==> src/rtl/mem_stage_if.sv <==
// Data-bus interface between the load/store unit (master) and memory (slave).
// Request/grant for the address phase, rvalid for load return data.
interface mem_stage_if #(
   parameter int unsigned XLEN = 64
);
   logic            req;
   logic            we;
   logic [XLEN-1:0] addr;
   logic [XLEN-1:0] wdata;
   logic [7:0]      wmask;
   logic            gnt;
   logic            rvalid;
   logic [XLEN-1:0] rdata;

   modport master (
      output req, we, addr, wdata, wmask,
      input  gnt, rvalid, rdata
   );

   modport slave (
      input  req, we, addr, wdata, wmask,
      output gnt, rvalid, rdata
   );
endinterface

==> src/rtl/mem_stage.sv <==
// Load/store unit: one bus transaction per memory instruction, byte-lane alignment,
// load sign/zero extension, and a stall until the access retires.
module mem_stage #(
   parameter int unsigned XLEN    = 64,
   parameter int unsigned TIMEOUT = 16
) (
   input  logic             clk,
   input  logic             rst,
   input  logic             mem_valid_i,
   input  logic             mem_wr_i,
   input  logic [2:0]       funct3_i,
   input  logic [XLEN-1:0]  addr_i,
   input  logic [XLEN-1:0]  wdata_i,
   input  logic [4:0]       rd_addr_i,
   output logic             stall_o,
   output logic             rd_w_ena_o,
   output logic [4:0]       rd_w_addr_o,
   output logic [XLEN-1:0]  rd_data_o,
   output logic             err_o,
   mem_stage_if.master      dbus
);

   localparam int unsigned CNT_W = $clog2(TIMEOUT + 1);

   typedef enum logic [1:0] {S_IDLE, S_REQ, S_WAIT, S_RESP} state_e;

   state_e            state_q, state_d;
   logic [CNT_W-1:0]  cnt_q, cnt_d;
   logic              wr_q, wr_d;
   logic [2:0]        funct3_q, funct3_d;
   logic [2:0]        addr_lo_q, addr_lo_d;
   logic [4:0]        rd_q, rd_d;
   logic              req_q, req_d;
   logic              we_q, we_d;
   logic [XLEN-1:0]   baddr_q, baddr_d;
   logic [XLEN-1:0]   bwdata_q, bwdata_d;
   logic [7:0]        wmask_q, wmask_d;
   logic              rd_w_ena_q, rd_w_ena_d;
   logic [4:0]        rd_w_addr_q, rd_w_addr_d;
   logic [XLEN-1:0]   rd_data_q, rd_data_d;
   logic              err_q, err_d;

   logic [7:0]        size_mask_c;
   logic [2:0]        align_mask_c;
   logic              bad_c;
   logic              timeout_c;
   logic [XLEN-1:0]   ld_sh_c;
   logic [XLEN-1:0]   ld_ext_c;

   // Access size decode and alignment/legality check on the incoming request
   always_comb begin
      size_mask_c  = 8'h01;
      align_mask_c = 3'b000;
      case (funct3_i[1:0])
         2'b00: begin size_mask_c = 8'h01; align_mask_c = 3'b000; end
         2'b01: begin size_mask_c = 8'h03; align_mask_c = 3'b001; end
         2'b10: begin size_mask_c = 8'h0F; align_mask_c = 3'b011; end
         default: begin size_mask_c = 8'hFF; align_mask_c = 3'b111; end
      endcase
      bad_c = (funct3_i == 3'b111) || ((addr_i[2:0] & align_mask_c) != 3'b000);
   end

   assign timeout_c = (cnt_q == CNT_W'(TIMEOUT - 1));

   // Shift the addressed lanes down to bit 0, then extend per access type
   always_comb begin
      ld_sh_c  = dbus.rdata >> {addr_lo_q, 3'b000};
      ld_ext_c = ld_sh_c;
      case (funct3_q)
         3'b000: ld_ext_c = {{(XLEN-8){ld_sh_c[7]}},   ld_sh_c[7:0]};
         3'b001: ld_ext_c = {{(XLEN-16){ld_sh_c[15]}}, ld_sh_c[15:0]};
         3'b010: ld_ext_c = {{(XLEN-32){ld_sh_c[31]}}, ld_sh_c[31:0]};
         3'b100: ld_ext_c = {{(XLEN-8){1'b0}},         ld_sh_c[7:0]};
         3'b101: ld_ext_c = {{(XLEN-16){1'b0}},        ld_sh_c[15:0]};
         3'b110: ld_ext_c = {{(XLEN-32){1'b0}},        ld_sh_c[31:0]};
         default: ld_ext_c = ld_sh_c;
      endcase
   end

   always_comb begin
      state_d     = state_q;
      cnt_d       = cnt_q;
      wr_d        = wr_q;
      funct3_d    = funct3_q;
      addr_lo_d   = addr_lo_q;
      rd_d        = rd_q;
      req_d       = 1'b0;
      we_d        = we_q;
      baddr_d     = baddr_q;
      bwdata_d    = bwdata_q;
      wmask_d     = wmask_q;
      rd_w_ena_d  = 1'b0;
      rd_w_addr_d = rd_w_addr_q;
      rd_data_d   = rd_data_q;
      err_d       = 1'b0;

      case (state_q)
         S_IDLE: begin
            if (mem_valid_i) begin
               wr_d      = mem_wr_i;
               funct3_d  = funct3_i;
               addr_lo_d = addr_i[2:0];
               rd_d      = rd_addr_i;
               if (bad_c) begin
                  state_d = S_RESP;
                  err_d   = 1'b1;
               end else begin
                  state_d  = S_REQ;
                  cnt_d    = '0;
                  req_d    = 1'b1;
                  we_d     = mem_wr_i;
                  baddr_d  = {addr_i[XLEN-1:3], 3'b000};
                  bwdata_d = wdata_i << {addr_i[2:0], 3'b000};
                  wmask_d  = size_mask_c << addr_i[2:0];
               end
            end
         end
         S_REQ: begin
            cnt_d = cnt_q + CNT_W'(1);
            if (dbus.gnt) begin
               state_d = wr_q ? S_RESP : S_WAIT;
            end else if (timeout_c) begin
               state_d = S_RESP;
               err_d   = 1'b1;
            end else begin
               req_d = 1'b1;
            end
         end
         S_WAIT: begin
            cnt_d = cnt_q + CNT_W'(1);
            if (dbus.rvalid) begin
               state_d     = S_RESP;
               rd_data_d   = ld_ext_c;
               rd_w_addr_d = rd_q;
               rd_w_ena_d  = (rd_q != 5'd0);
            end else if (timeout_c) begin
               state_d = S_RESP;
               err_d   = 1'b1;
            end
         end
         default: begin
            state_d = S_IDLE;
         end
      endcase
   end

   always_ff @(posedge clk) begin
      if (rst) begin
         state_q     <= S_IDLE;
         cnt_q       <= '0;
         wr_q        <= 1'b0;
         funct3_q    <= 3'b000;
         addr_lo_q   <= 3'b000;
         rd_q        <= 5'd0;
         req_q       <= 1'b0;
         we_q        <= 1'b0;
         baddr_q     <= '0;
         bwdata_q    <= '0;
         wmask_q     <= 8'h00;
         rd_w_ena_q  <= 1'b0;
         rd_w_addr_q <= 5'd0;
         rd_data_q   <= '0;
         err_q       <= 1'b0;
      end else begin
         state_q     <= state_d;
         cnt_q       <= cnt_d;
         wr_q        <= wr_d;
         funct3_q    <= funct3_d;
         addr_lo_q   <= addr_lo_d;
         rd_q        <= rd_d;
         req_q       <= req_d;
         we_q        <= we_d;
         baddr_q     <= baddr_d;
         bwdata_q    <= bwdata_d;
         wmask_q     <= wmask_d;
         rd_w_ena_q  <= rd_w_ena_d;
         rd_w_addr_q <= rd_w_addr_d;
         rd_data_q   <= rd_data_d;
         err_q       <= err_d;
      end
   end

   // Stall must rise in the same cycle the instruction arrives, so it decodes the live input
   assign stall_o     = ((state_q == S_IDLE) && mem_valid_i) ||
                        (state_q == S_REQ) || (state_q == S_WAIT);
   assign rd_w_ena_o  = rd_w_ena_q;
   assign rd_w_addr_o = rd_w_addr_q;
   assign rd_data_o   = rd_data_q;
   assign err_o       = err_q;

   assign dbus.req   = req_q;
   assign dbus.we    = we_q;
   assign dbus.addr  = baddr_q;
   assign dbus.wdata = bwdata_q;
   assign dbus.wmask = wmask_q;

endmodule
==> src/flat_wrapper.sv <==
// flat-port wrapper written by rule: the top's interface ports become plain ports
module mem_stage_flat 
#(
   parameter int unsigned XLEN    = 64,
   parameter int unsigned TIMEOUT = 16
)
  (clk, rst, mem_valid_i, mem_wr_i, funct3_i, addr_i, wdata_i, rd_addr_i, stall_o, rd_w_ena_o, rd_w_addr_o, rd_data_o, err_o, dbus_req, dbus_we, dbus_addr, dbus_wdata, dbus_wmask, dbus_gnt, dbus_rvalid, dbus_rdata);
  mem_stage_if #(.XLEN(XLEN)) dbus_i ();
  input  logic clk;
  input  logic rst;
  input  logic mem_valid_i;
  input  logic mem_wr_i;
  input  logic [2:0] funct3_i;
  input  logic [XLEN-1:0] addr_i;
  input  logic [XLEN-1:0] wdata_i;
  input  logic [4:0] rd_addr_i;
  output logic stall_o;
  output logic rd_w_ena_o;
  output logic [4:0] rd_w_addr_o;
  output logic [XLEN-1:0] rd_data_o;
  output logic err_o;
  output wire logic [$bits(dbus_i.req)-1:0] dbus_req;
  output wire logic [$bits(dbus_i.we)-1:0] dbus_we;
  output wire logic [$bits(dbus_i.addr)-1:0] dbus_addr;
  output wire logic [$bits(dbus_i.wdata)-1:0] dbus_wdata;
  output wire logic [$bits(dbus_i.wmask)-1:0] dbus_wmask;
  input wire logic [$bits(dbus_i.gnt)-1:0] dbus_gnt;
  input wire logic [$bits(dbus_i.rvalid)-1:0] dbus_rvalid;
  input wire logic [$bits(dbus_i.rdata)-1:0] dbus_rdata;
  assign dbus_req = dbus_i.req;
  assign dbus_we = dbus_i.we;
  assign dbus_addr = dbus_i.addr;
  assign dbus_wdata = dbus_i.wdata;
  assign dbus_wmask = dbus_i.wmask;
  assign dbus_i.gnt = dbus_gnt;
  assign dbus_i.rvalid = dbus_rvalid;
  assign dbus_i.rdata = dbus_rdata;
  mem_stage #(.XLEN(XLEN), .TIMEOUT(TIMEOUT)) u_core (.clk(clk), .rst(rst), .mem_valid_i(mem_valid_i), .mem_wr_i(mem_wr_i), .funct3_i(funct3_i), .addr_i(addr_i), .wdata_i(wdata_i), .rd_addr_i(rd_addr_i), .stall_o(stall_o), .rd_w_ena_o(rd_w_ena_o), .rd_w_addr_o(rd_w_addr_o), .rd_data_o(rd_data_o), .err_o(err_o), .dbus(dbus_i));
endmodule
==> config.mk <==
export PLATFORM = sky130hd
export DESIGN_NAME = mem_stage_flat
export DESIGN_NICKNAME = d
export VERILOG_FILES = /design/src/rtl/mem_stage_if.sv /design/src/rtl/mem_stage.sv /design/src/flat_wrapper.sv
export SDC_FILE = /design/constraint.sdc
export NUM_CORES = 1
export LEC_CHECK = 0
export CAP_MARGIN = 30
export CORE_MARGIN = 2
export CORE_UTILIZATION = 46
export DETAILED_ROUTE_END_ITERATION = 8
export PLACE_DENSITY = 0.94
export SLEW_MARGIN = 10
export SYNTH_ARGS = -nofsm -noshare
export SYNTH_HDL_FRONTEND = slang
export SYNTH_SLANG_ARGS = --single-unit
==> constraint.sdc <==
create_clock -name clk -period 2.5 [get_ports clk]
set_input_delay 0.25 -clock clk [delete_from_list [all_inputs] [get_ports clk]]
set_output_delay 0.25 -clock clk [all_outputs]
set_load 0.02 [all_outputs]
# --- Yosys cells after proc, flatten, opt, wreduce, memory -nomap -nowiden ---
# Index checks and enable logic that the tools add are counted.
op_classes:
  add_sub_neg: 1
  n_eq_ne: 13
  shifts: 3
  muxes: 24
  bitwise_logic: 4
  reduce_logical: 16
op_table:
  columns: ["op", "count"]
  rows:
  - ["case mux 64 bit (6 select lines)", 1]
  - ["<< shifter 64 x 6 -> 64 bit", 1]
  - ["right shift 64 x 6 -> 64 bit", 1]
  - ["case mux 8 bit (3 select lines)", 1]
  - ["equality test 3 bit, second input constant", 4]
  - ["two-way mux 1 bit", 10]
  - ["two-way mux 2 bit", 5]
  - ["two-way mux 5 bit", 2]
  - ["case mux 5 bit (2 select lines)", 1]
  - ["case mux 3 bit (3 select lines)", 1]
  - ["<< shifter 8 x 3 -> 8 bit", 1]
  - ["case mux 2 bit (3 select lines)", 1]
  - ["AND reduction 3 bit", 2]
  - ["adder 5 x 1 -> 5 bit, second input constant", 1]
  - ["equality test 5 x 4 -> 1 bit, second input constant", 1]
  - ["nonzero test 5 bit", 1]
  - ["equality test 2 x 1 -> 1 bit, second input constant", 2]
  - ["equality test 2 bit, second input constant", 2]
  - ["zero test 2 bit", 2]
  - ["!= test 2 bit, second input constant", 2]
  - ["AND reduction 2 bit", 2]
  - ["AND 3 bit", 1]
  - ["equality test 3 x 1 -> 1 bit, second input constant", 1]
  - ["equality test 3 x 2 -> 1 bit, second input constant", 1]
  - ["other kinds (10)", 14]
totals:
  regBits: 225
  input_bits: 206
  out_inout_bits: 210
  wordCells: 76

# --- Depth between registers and ports, before layout ---
depth:
  word_depth: 8
  ltp_mapped: 9
  depth_no_buf: 8

# --- Worst setup path before layout ---
# Ideal clock, no wire load.
synth_path:
  kind: "register -> register"
  startpoint: "register u_core.addr_lo_q[0]"
  endpoint: "register u_core.rd_data_q[34], in the netlist u_core.rd_data_o[34]"
  setup_ps: 81
  arrival_ps: 2133
  t_required_ps: 2419
  path_slack_ps: 286
  path_stages_with_launch: 9
  n_path_buf: 3
  synth_period_minus_slack_ps: 2214
  cell_sequence: "dfxtp_1 -> buf_4 -> buf_8 -> mux2i_1 -> mux4_2 -> o41ai_4 -> nor3_4 -> buf_6 -> a211oi_2"
synth_via:
  elab_chain_len: 2
synth_rtl:
  columns: ["item", "line", "text"]
  rows:
  - ["start: declaration", "mem_stage.sv:31", "logic [2:0] addr_lo_q, addr_lo_d;"]
  - ["start signal: assignment", "mem_stage.sv:169", "addr_lo_q <= addr_lo_d;"]
  - ["right shift 64 x 6 -> 64 bit", "mem_stage.sv:67", "ld_sh_c = dbus.rdata >> {addr_lo_q, 3'b000};"]
  - ["case mux 64 bit (6 select lines)", "mem_stage.sv:69", "case (funct3_q)"]
  - ["end signal: assignment", "mem_stage.sv:178", "rd_data_q <= rd_data_d;"]
  - ["end: declaration", "mem_stage.sv:40", "logic [XLEN-1:0] rd_data_q, rd_data_d;"]
# No other way between the ends.
# A chain may end at the register's enable or synchronous reset.

# --- Worst setup path after layout ---
layout_path:
  startpoint: "register u_core.state_q[1]"
  endpoint: "output stall_o"
layout_via:
  elab_chain_len: 4
  word_cells_on_any_way: 6
  cone_classes: "eq/ne (2); reduce/logical (4)"
layout_rtl:
  columns: ["item", "line", "text"]
  rows:
  - ["start: declaration", "mem_stage.sv:27", "state_e state_q, state_d;"]
  - ["start signal: assignment", "mem_stage.sv:165", "state_q <= state_d;"]
  - ["zero test 2 bit", "mem_stage.sv:184", "assign stall_o = ((state_q == S_IDLE) && mem_valid_i) ||"]
  - ["logical AND 1 bit", "mem_stage.sv:184", null]
  - ["logical OR 1 bit", "mem_stage.sv:184", null]
  - ["logical OR 1 bit *", "mem_stage.sv:185", "(state_q == S_REQ) || (state_q == S_WAIT);"]
  - ["end: declaration", "flat_wrapper.sv:17", "output logic stall_o;"]
# Mark *: on every way between the ends. The rest lies on a longest branch, timed or not.

==> results <==
- The run finished with clean final reports.
- The share of the yosys chip area belonging to registers is 39.15%.
- The final route contains 12530 vias.
- On the final layout, the worst clock skew is 0.007077 ns.
- The worst-case IR drop observed on VDD is 0.5371 mV.
- The congestion estimate from routability-driven global placement came to about 1.0.
- The number of max-cap violations is 0.
- For this run, asynchronously set or reset flops after synthesis account for 0%.
- The total power density per cell area is between 700 and 800 nW/um^2.
- After synthesis the netlist holds a flip-flop and latch count of ~230.
- The post-layout worst setup margin is 0.1560 ns.
- The count of flip-flops with a built-in enable after synthesis is 0.
- The area of the mapped netlist is between 10000 and 15000 um^2.
- The number of placement rows is 57.
- The final hold violation count is 0.
- The total setup buffers inserted after CTS is 0.
- Ranked by total cell area, the synthesized netlist is headed by sky130_fd_sc_hd__dfxtp_1 39%, sky130_fd_sc_hd__nand2_1 8.7%, sky130_fd_sc_hd__mux2i_1 7.6%.
- The HPWL after detailed placement is 33660 um.
- For the worst setup path, the data arrival time is approximately 2.1 ns.
- The type of element capturing the critical path is an output port.
- For this design the static power due to leakage is approximately 5.8 nW.
- In the final design database the tool counted 1977 nets.
- The top cell types in the final layout, fill and taps aside, are 408 x sky130_fd_sc_hd__clkdlybuf4s50_1, 268 x sky130_fd_sc_hd__nand2_1, 222 x sky130_fd_sc_hd__dfxtp_1.
- The clock slew at the register clock pins of the worst setup and hold paths is 0.06 ns.
- OpenSTA, run right after detailed placement, puts the worst setup slack at -0.1191 ns.
- The detailed router's first-iteration violation count is between 1000 and 1500.
- The final number of max-transition violations is 0.
- The average cell area after synthesis is 8.213 um^2.
- For this configuration, the core starts out at a cell density of about 47%.
- The startpoint identified for the worst register-to-register timing path is u_core.addr_lo_q[0].
- The path class of the lowest-slack min-delay path is input pin to flip-flop.
- The remaining antenna violation count after routing is 0.
- The largest net degree at the start of global routing is 89.
- The area of the core is between 20000 and 25000 um^2.
- The number of clock sinks is about 230.
- Synthesis instantiated 50 different standard cells from the library.
- Of the post-synthesis cell area, the dominant cell type holds 39.15%.
- The floorplan step set the die width to 162.2 um.
- Using the TritonRoute via totals, the vias-per-cell ratio works out to 5.945.
- The first-pass GRT wire length is 68100 um.
- The Yosys step of the flow raised 0 warnings.
- The initial antenna violation count was 4.
- The post-detailed-routing wire length is about 46000 um.
- The commonest non-fill, non-tap cell in the layout is sky130_fd_sc_hd__clkdlybuf4s50_1.
- The kind of start point of the critical path is a flip-flop.
- The clock period minus final worst setup slack is 2.344 ns.
- The maximum level of the CTS H-tree is 1.
- Setup violations remaining at the end of the flow were counted as 0.
- The prevailing post-synth register cell is sky130_fd_sc_hd__dfxtp_1.
- The average wire per cell in the routed design is about 22 um.
- On the final layout, the worst hold slack is 0.2837 ns.
- The count of unresolved DRC violations after routing is 0.
- The die footprint is 26290 um^2.
- At the pin with the least slew margin, the transition time is approximately 0.74 ns.
- The root buffer selected by CTS is sky130_fd_sc_hd__clkbuf_16.
- The relative slew slack is slightly above 50%.
- The completed layout was analyzed and its total power is 12.65 mW.
- In this run the worst path has a maximum fanout of 5.
- The number of iterations in the first detailed-routing pass is 6.
- For the worst setup path, the data required time is 2.25 ns.
- For this run the aggregate overflow at the end of global routing stands at 0.
- In this run the vertical extent of the chip is 162.2 um.
- The worst path uses 93.76% of the clock period.
- Port buffering added 412 buffers.
- Tracing the worst setup path back leads to its startpoint at u_core.state_q[1].
- The clock latency on the worst-skew pair is 0.51 ns.
- The worst setup path category is flip-flop to output port.
- During I/O placement, the number of pins put on the boundary was approximately 420.
- The number of hold buffers added after CTS was 0.
- Global routing used 32.87% of the available tracks.
- Setup repair after global routing left no endpoint under its margin.
- The worst min-delay path startpoint is addr_i[28].
- Counting the buffers created by CTS gives 24.
- The layout cell share with drive strength beyond 1 is between 10% and 20%.
- The area added between synthesis and finish is 46.43%.
- In this run the deepest clock path goes through 3 buffers.
- The count of mapped cells out of synthesis is ~1400.
- The highest achievable clock rate is 0.4266 GHz.
- The via count of the first global-routing pass is 12300.
- Summed over all instances, the cell type with the most area after synthesis is sky130_fd_sc_hd__dfxtp_1.
- The clock tree from TritonCTS is yes.
==> timing repair <==
item,in CTS,in global routing
resized for setup,1,2
pin swaps,0,0
cloned,0,0
endpoints found under the setup margin,1,5
==> final cells by class <==
class                   count  area (um^2)
clock inverters             5        78.83
repair buffers            464         4647
flip-flops and latches    225         4511
multi-input cells        1035         6417
well taps                 324        405.4
fillers                  1831         7614
diodes                      4        10.01
clock buffers              36        726.9
inverters                  14        52.55
==> sequential cells by signal, indices dropped and copies added, names as in the netlist, 3 cells and up <==
signal	count
u_core.addr_lo_q	3
u_core.cnt_q	5
u_core.dbus.addr	61
u_core.dbus.wdata	64
u_core.dbus.wmask	8
u_core.funct3_q	3
u_core.rd_data_o	64
u_core.rd_q	5
u_core.rd_w_addr_o	5
==> synth_stat cells (all sizes together) (3+ instances only) <==
| master | number |
|---|---|
| a211oi | 113 |
| a21oi | 154 |
| a22oi | 8 |
| a2bb2oi | 8 |
| a311oi | 9 |
| and2 | 11 |
| and3 | 9 |
| buf | 28 |
| clkbuf | 101 |
| dfxtp | 225 |
| ha | 7 |
| inv | 14 |
| mux2 | 24 |
| mux2i | 87 |
| mux4 | 17 |
| nand2 | 268 |
| nand2b | 11 |
| nand3 | 19 |
| nor2 | 137 |
| nor2b | 38 |
| nor3 | 41 |
| o211ai | 4 |
| o21ai | 28 |
| o22ai | 10 |
| o32ai | 8 |
| or2 | 3 |
| or3 | 3 |
==> per-layer routing <==
layer  up-vias  share of wire (%)  GRT usage, %
met5         -                  0             0
met4         0                6.0         17.54
met3       183                 11         9.806
met2       809                 48         56.00
met1      5905                 35         37.08
li1       5630                  -             -
==> path summary, 6_finish.rpt <==
path | endpoint | slack, ns | cells past startpoint
worst min-delay path | u_core.dbus.addr[28] | 0.28 | 3
worst max register to register | u_core.rd_data_o[16] | 0.16 | 6
worst max-delay path | stall_o | 0.16 | 5
worst min register to register | u_core.dbus.wdata[2] | 0.45 | 2
==> cells by family (layout without fill, tap and decap cells) <==
kind of cell,count (synthesis),after routing,synth area share [%]
flip-flops,225,225,39.15
adder cells (fa/ha/maj),7,7,0.7612
AO/OA/AOI/OAI,350,350,21.02
other,1,7,0.03259
AND/OR/NAND/NOR,547,547,20.52
buffers and inverters,143,519,5.274
multiplexers,128,128,13.24
==> metrics by stage <==
step | setup TNS [ns] | instance area [um^2] | std cells | utilization, %
after floorplan | 0 | 11510 | 1403 | -
after global placement | -1.146 | 16030 | 2062 | 65.52
after detailed placement | -1.660 | 16030 | 2062 | 65.52
after CTS | 0 | 16830 | 2103 | 68.80
after global routing | 0 | 16850 | 2107 | 68.88
final | 0 | 16850 | 2107 | 68.88
==> worst max-delay path, stage by stage, from the launching register on <==
cell	delay, ns
sky130_fd_sc_hd__dfxtp_1	0.40
sky130_fd_sc_hd__inv_1	0.09
sky130_fd_sc_hd__ha_1	0.24
sky130_fd_sc_hd__and2_1	0.17
sky130_fd_sc_hd__or3_1	0.33
sky130_fd_sc_hd__dlygate4sd2_1	0.35
==> where the power goes <==
group          total, mW  switching [mW]  internal [mW]
clock               3.64            1.44           2.20
combinational       4.62            2.59           2.03
sequential          4.39           0.348           4.04
total               12.7            4.38           8.27
No activity file was read; power rests on OpenSTA's default activity.
==> edit 1 (same settings) <==
Remove the register `err_q`: a continuous assignment takes its place, so the output `err_o` follows one clock earlier.
--- a/src/rtl/mem_stage.sv
+++ b/src/rtl/mem_stage.sv
@@ -161,5 +161,4 @@
          rd_w_addr_q <= 5'd0;
          rd_data_q   <= '0;
-         err_q       <= 1'b0;
       end else begin
          state_q     <= state_d;
@@ -177,7 +176,8 @@
          rd_w_addr_q <= rd_w_addr_d;
          rd_data_q   <= rd_data_d;
-         err_q       <= err_d;
       end
    end
+
+   assign err_q = err_d;
 
    // Stall must rise in the same cycle the instruction arrives, so it decodes the live input
Function: changed (Yosys sat finds a counterexample within 4 cycles, from zero or initial values and one cycle with rst high).
==> edit 1 against the unedited design <==
Global-route usage grew 1.9 points. Count of clock-buffer cells in the layout shrank 6. Setup slack lost 74 ps. Final area grew 1.1%. Clock skew is essentially flat. Power grew 6.1%. Routed wire length grew 4.8%. Combinational power grew 6.5%. Sequential share of layout area shrank 0.42 points. Sequential cell count shrank 1. Synthesized area shrank 0.57%. Highest routed layer unchanged.
==> edit 1: results (changes against the unedited design) <==
- Register bit total from synthesis: 224 (was 225)
- Worst vdd ir: 0.736 mV (was 0.537 mV)
- Final GP Congestion: 1.09 (was 1.00)
- Post-Syn Area per Cell: 8.16 µm² (was 8.21 µm²)
- Switching share of power: 34.9% (was 34.6%)
- GRT Overall Usage: 34.8% (was 32.9%)
- Layout clock area frac: 5.46% (was 4.78%)
- Status: complete, no violations (unchanged)
- Sequential area share after synthesis: 39.2% (was 39.1%)
- Placement Setup Slack: -78.1 ps (was -119 ps)
- Multi-input combinational area share: 37.5% (was 38.1%)
- Yosys cell types: 52 (was 50)
- M2 GR Usage: 57.3% (was 56.0%)
- Maximum net fanout on the critical path: 13 (was 5)
- Non-filler cells, final: 2121 (was 2107)
- Clk pwr: 4.14 mW (was 3.64 mW)
- Fill cells: 1700 (was 1831)
- Seq. cell area: 4490 µm² (was 4510 µm²)
- Final non-clock buffer share: 28.0% (was 27.6%)
- First-pass DRT Iterations: 8 (was 6)
- Compound-Gate Fraction of Synth Area: 21.3% (was 21.0%)
- Grt met1 use: 40.1% (was 37.1%)
- Flop2flop setup slack: 80 ps (was 160 ps)
- Nonclk buf count: 474 (was 464)
- Vias in the first global route: 12500 (was 12300)
- Metal-1 WL: 16700 µm (was 16200 µm)
- Final core utilization: 69.8% (was 68.9%)
- Clkbuf count: 30 (was 36)
- Layout cells sized above 1: 10.9% (was 10.4%)
==> edit 1: cell types whose count changed after synthesis, moves of 7 or more <==
cell and change:
nand2_1 +41, a211oi_1 -33, nor2b_1 -17, a32oi_1 +14, a311oi_1 +11, a211oi_2 -10, a311oi_2 +10, mux2_2 -9
nor2_1 +8, and3_1 -7
==> edit 1: worst max-delay path, stage by stage, from the launching register on <==
cell and delay, ps:
dfxtp_4 480, mux4_2 580, inv_1 150, a2111oi_4 110, buf_4 170, a2111oi_4 370, buf_4 300, a211oi_1 100
==> edit 1: how the worst min path moves through the flow <==
stage                                startpoint                    end  slack [ps]  cells after the start
after floorplan                        mem_wr_i            u_core.wr_q         390                      2
after global placement    u_core.dbus.wdata[49]  u_core.dbus.wdata[49]         440                      2
after detailed placement  u_core.dbus.wdata[49]  u_core.dbus.wdata[49]         440                      2
after CTS                             addr_i[0]    u_core.addr_lo_q[0]          70                      3
after global routing                  addr_i[0]    u_core.addr_lo_q[0]         110                      3
final                                 addr_i[0]    u_core.addr_lo_q[0]          90                      3
==> edit 2 (same flow settings) <==
Without the edit above. `TIMEOUT` is set to 16 in 2 places; all go to 32.
--- a/src/rtl/mem_stage.sv
+++ b/src/rtl/mem_stage.sv
@@ -3,5 +3,5 @@
 module mem_stage #(
    parameter int unsigned XLEN    = 64,
-   parameter int unsigned TIMEOUT = 16
+   parameter int unsigned TIMEOUT = 32
 ) (
    input  logic             clk,
--- a/src/flat_wrapper.sv
+++ b/src/flat_wrapper.sv
@@ -3,5 +3,5 @@
 #(
    parameter int unsigned XLEN    = 64,
-   parameter int unsigned TIMEOUT = 16
+   parameter int unsigned TIMEOUT = 32
 )
   (clk, rst, mem_valid_i, mem_wr_i, funct3_i, addr_i, wdata_i, rd_addr_i, stall_o, rd_w_ena_o, rd_w_addr_o, rd_data_o, err_o, dbus_req, dbus_we, dbus_addr, dbus_wdata, dbus_wmask, dbus_gnt, dbus_rvalid, dbus_rdata);
Behaviour: same outputs for any inputs over 4 cycles, from zero or initial values and one cycle with rst high; that may be too few to reach the edited logic, so the function may still have changed.
==> edit 2 against the unedited design <==
Power increased by 3.4%. Synthesized cell count fell by 1.0%. Setup slack got worse by 56 ps. Final area shrank 0.33%. Register-to-register slack better by 90 ps. Routed wire length fell by 0.63%. Synthesized area shrank 1.1%. Sequential power barely moved. First-iteration DRC count rose by 1.3%. Critical path depth unchanged. Sequential cell count grew 1.
==> edit 2: results (changes against the unedited design) <==
- Status: complete, no violations (unchanged)
- IO Port Bufs: 412 (unchanged)
- CP max stage delay: 370 ps (was 400 ps)
- Final core utilization: 69.0% (was 68.9%)
- Worst-margin pin slew: 745 ps (was 737 ps)
- Reg2reg end: u_core.rd_data_o[5] (was u_core.rd_data_o[16])
- Post-CTS Setup Repair Bufs: 0 (unchanged)
- Final clock skew: 13.5 ps (was 7.08 ps)
- Maximum net fanout on the critical path: 9 (was 5)
- Layout cells sized above 1: 8.79% (was 10.4%)
- Fill cells: 1830 (was 1831)
- First-pass GRT wire length: 68600 µm (was 68100 µm)
- Final GP Congestion: 0.982 (was 1.00)
- Sequential area share after synthesis: 39.8% (was 39.1%)
- Initial antenna violation count: 3 (was 4)
- Hold Crit Start: addr_i[0] (was addr_i[28])
- Yosys cell types: 57 (was 50)
- Pin count of the biggest net entering global routing: 94 (was 89)
- Number of CTS-inserted buffers: 26 (was 24)
- Flop2flop setup slack: 250 ps (was 160 ps)
- Leakage power: 5.80 nW (was 5.85 nW)
- Hold path cells: 3 (unchanged)
- GRT Overall Usage: 33.6% (was 32.9%)
- Clk_lat worst skew: 530 ps (was 510 ps)
- Vias per cell: 5.86 (was 5.95)
- Post-synth top cells: nand2_1 (268), dfxtp_1 (226), a21oi_1 (145), nor2_1 (132), mux2i_1 (104) (was nand2_1 (268), dfxtp_1 (225), a21oi_1 (154), nor2_1 (136), clkbuf_1 (100))
- Compound-Gate Fraction of Synth Area: 19.2% (was 21.0%)
- Slowest stage cell, crit path: dfxtp_2 (was dfxtp_1)
- Post-DP HPWL: 33500 µm (was 33700 µm)
- DR WL/cell: 21.6 µm (was 21.7 µm)
- Top delay family on crit path: simple AND/OR/NAND/NOR gates (unchanged)
- Crit. Startpoint: u_core.state_q[0] (was u_core.state_q[1])
- DRT iter0 DRCs: 1279 (was 1263)
- XOR/XNOR share of the synthesized area: 0% (unchanged)
- R2R depth: 5 (was 6)
- Min-Delay Path Class: primary input to flop (unchanged)
- Hold Path Sink: u_core.addr_lo_q[0] (was u_core.dbus.addr[28])
- Nets: 1966 (was 1977)
- Worst vdd ir: 0.596 mV (was 0.537 mV)
- WP data arrival: 2150 ps (was 2090 ps)
- Vias in the first global route: 12200 (was 12300)
- Mux cell area share after synthesis: 14.3% (was 13.2%)
- Largest cells by area after synthesis: dfxtp_1 (40%), mux2i_1 (9.1%), nand2_1 (8.8%) (was dfxtp_1 (39%), nand2_1 (8.7%), mux2i_1 (7.6%))
- Post-placement cell area: 15800 µm² (was 16000 µm²)
- Synth Area in Adders: 0.550% (was 0.761%)
## edit 2: cell types whose count changed in the layout (fill, tap and decap cells not counted), sizes merged, moves of 5 or more
cell / before / now
inv: 14 / 9
o21ai: 28 / 23
a21oi: 154 / 145
or2b: 0 / 6
and3: 9 / 0
mux2: 24 / 14
a211oi: 113 / 89
nor2b: 38 / 29
mux2i: 87 / 104
o22ai: 10 / 17
nor3: 41 / 48
o211ai: 4 / 10
o221ai: 0 / 7
## edit 2: logic make-up after synthesis
kind of cell    count (synthesis)
buf+inv                       137
simple gates                  545
compound gates                336
other cells                     1
fa+ha+maj                       5
flops                         226
mux                           137
## edit 2: routing by layer
metal  track usage (%)  wire length, µm  vias up
met2              58.5            22000      722
met4              20.7             3200        0
met1              37.2            16100     5767
met3              7.73             4140      190
met5                 0                0        -
li1                  -                -     5635
## edit 2: report_power, final
part / internal, mW / switching (mW)
combinational: 2.00 / 2.51
sequential: 4.05 / 0.323
clock: 2.62 / 1.58
## edit 2: layout make-up
cell class / count / area share [%]
clock inverter: 13 / 1.27
antenna: 4 / 0.0596
tap: 324 / 2.41
sequential: 226 / 27.0
multi-input combinational: 1026 / 37.3
inverter: 8 / 0.179
timing repair buffer: 467 / 27.3
clock buffer: 34 / 4.42
## edit 2: how the worst max path moves through the flow
| stage | to | depth (start not counted) |
|---|---|---|
| CTS | stall_o | 5 |
| floorplan | u_core.rd_data_o[47] | 8 |
| finish | stall_o | 5 |
| detailed placement | u_core.rd_data_o[23] | 6 |
| global route | stall_o | 5 |
| global placement | u_core.rd_data_o[62] | 7 |
## edit 2: worst min-delay path, stage by stage
cell and delay, ps:
buf_4 210, nand2_1 90, a21oi_1 50
## edit 2: through the flow
stage,setup slack (ps),cells,hold WS (ps)
2_1_floorplan,468,1389,386
6_report,99.9,2102,137
3_3_place_gp,191,2051,439
5_1_grt,21.8,2101,134
3_5_place_dp,110,2051,446
4_1_cts,5.42,2098,107
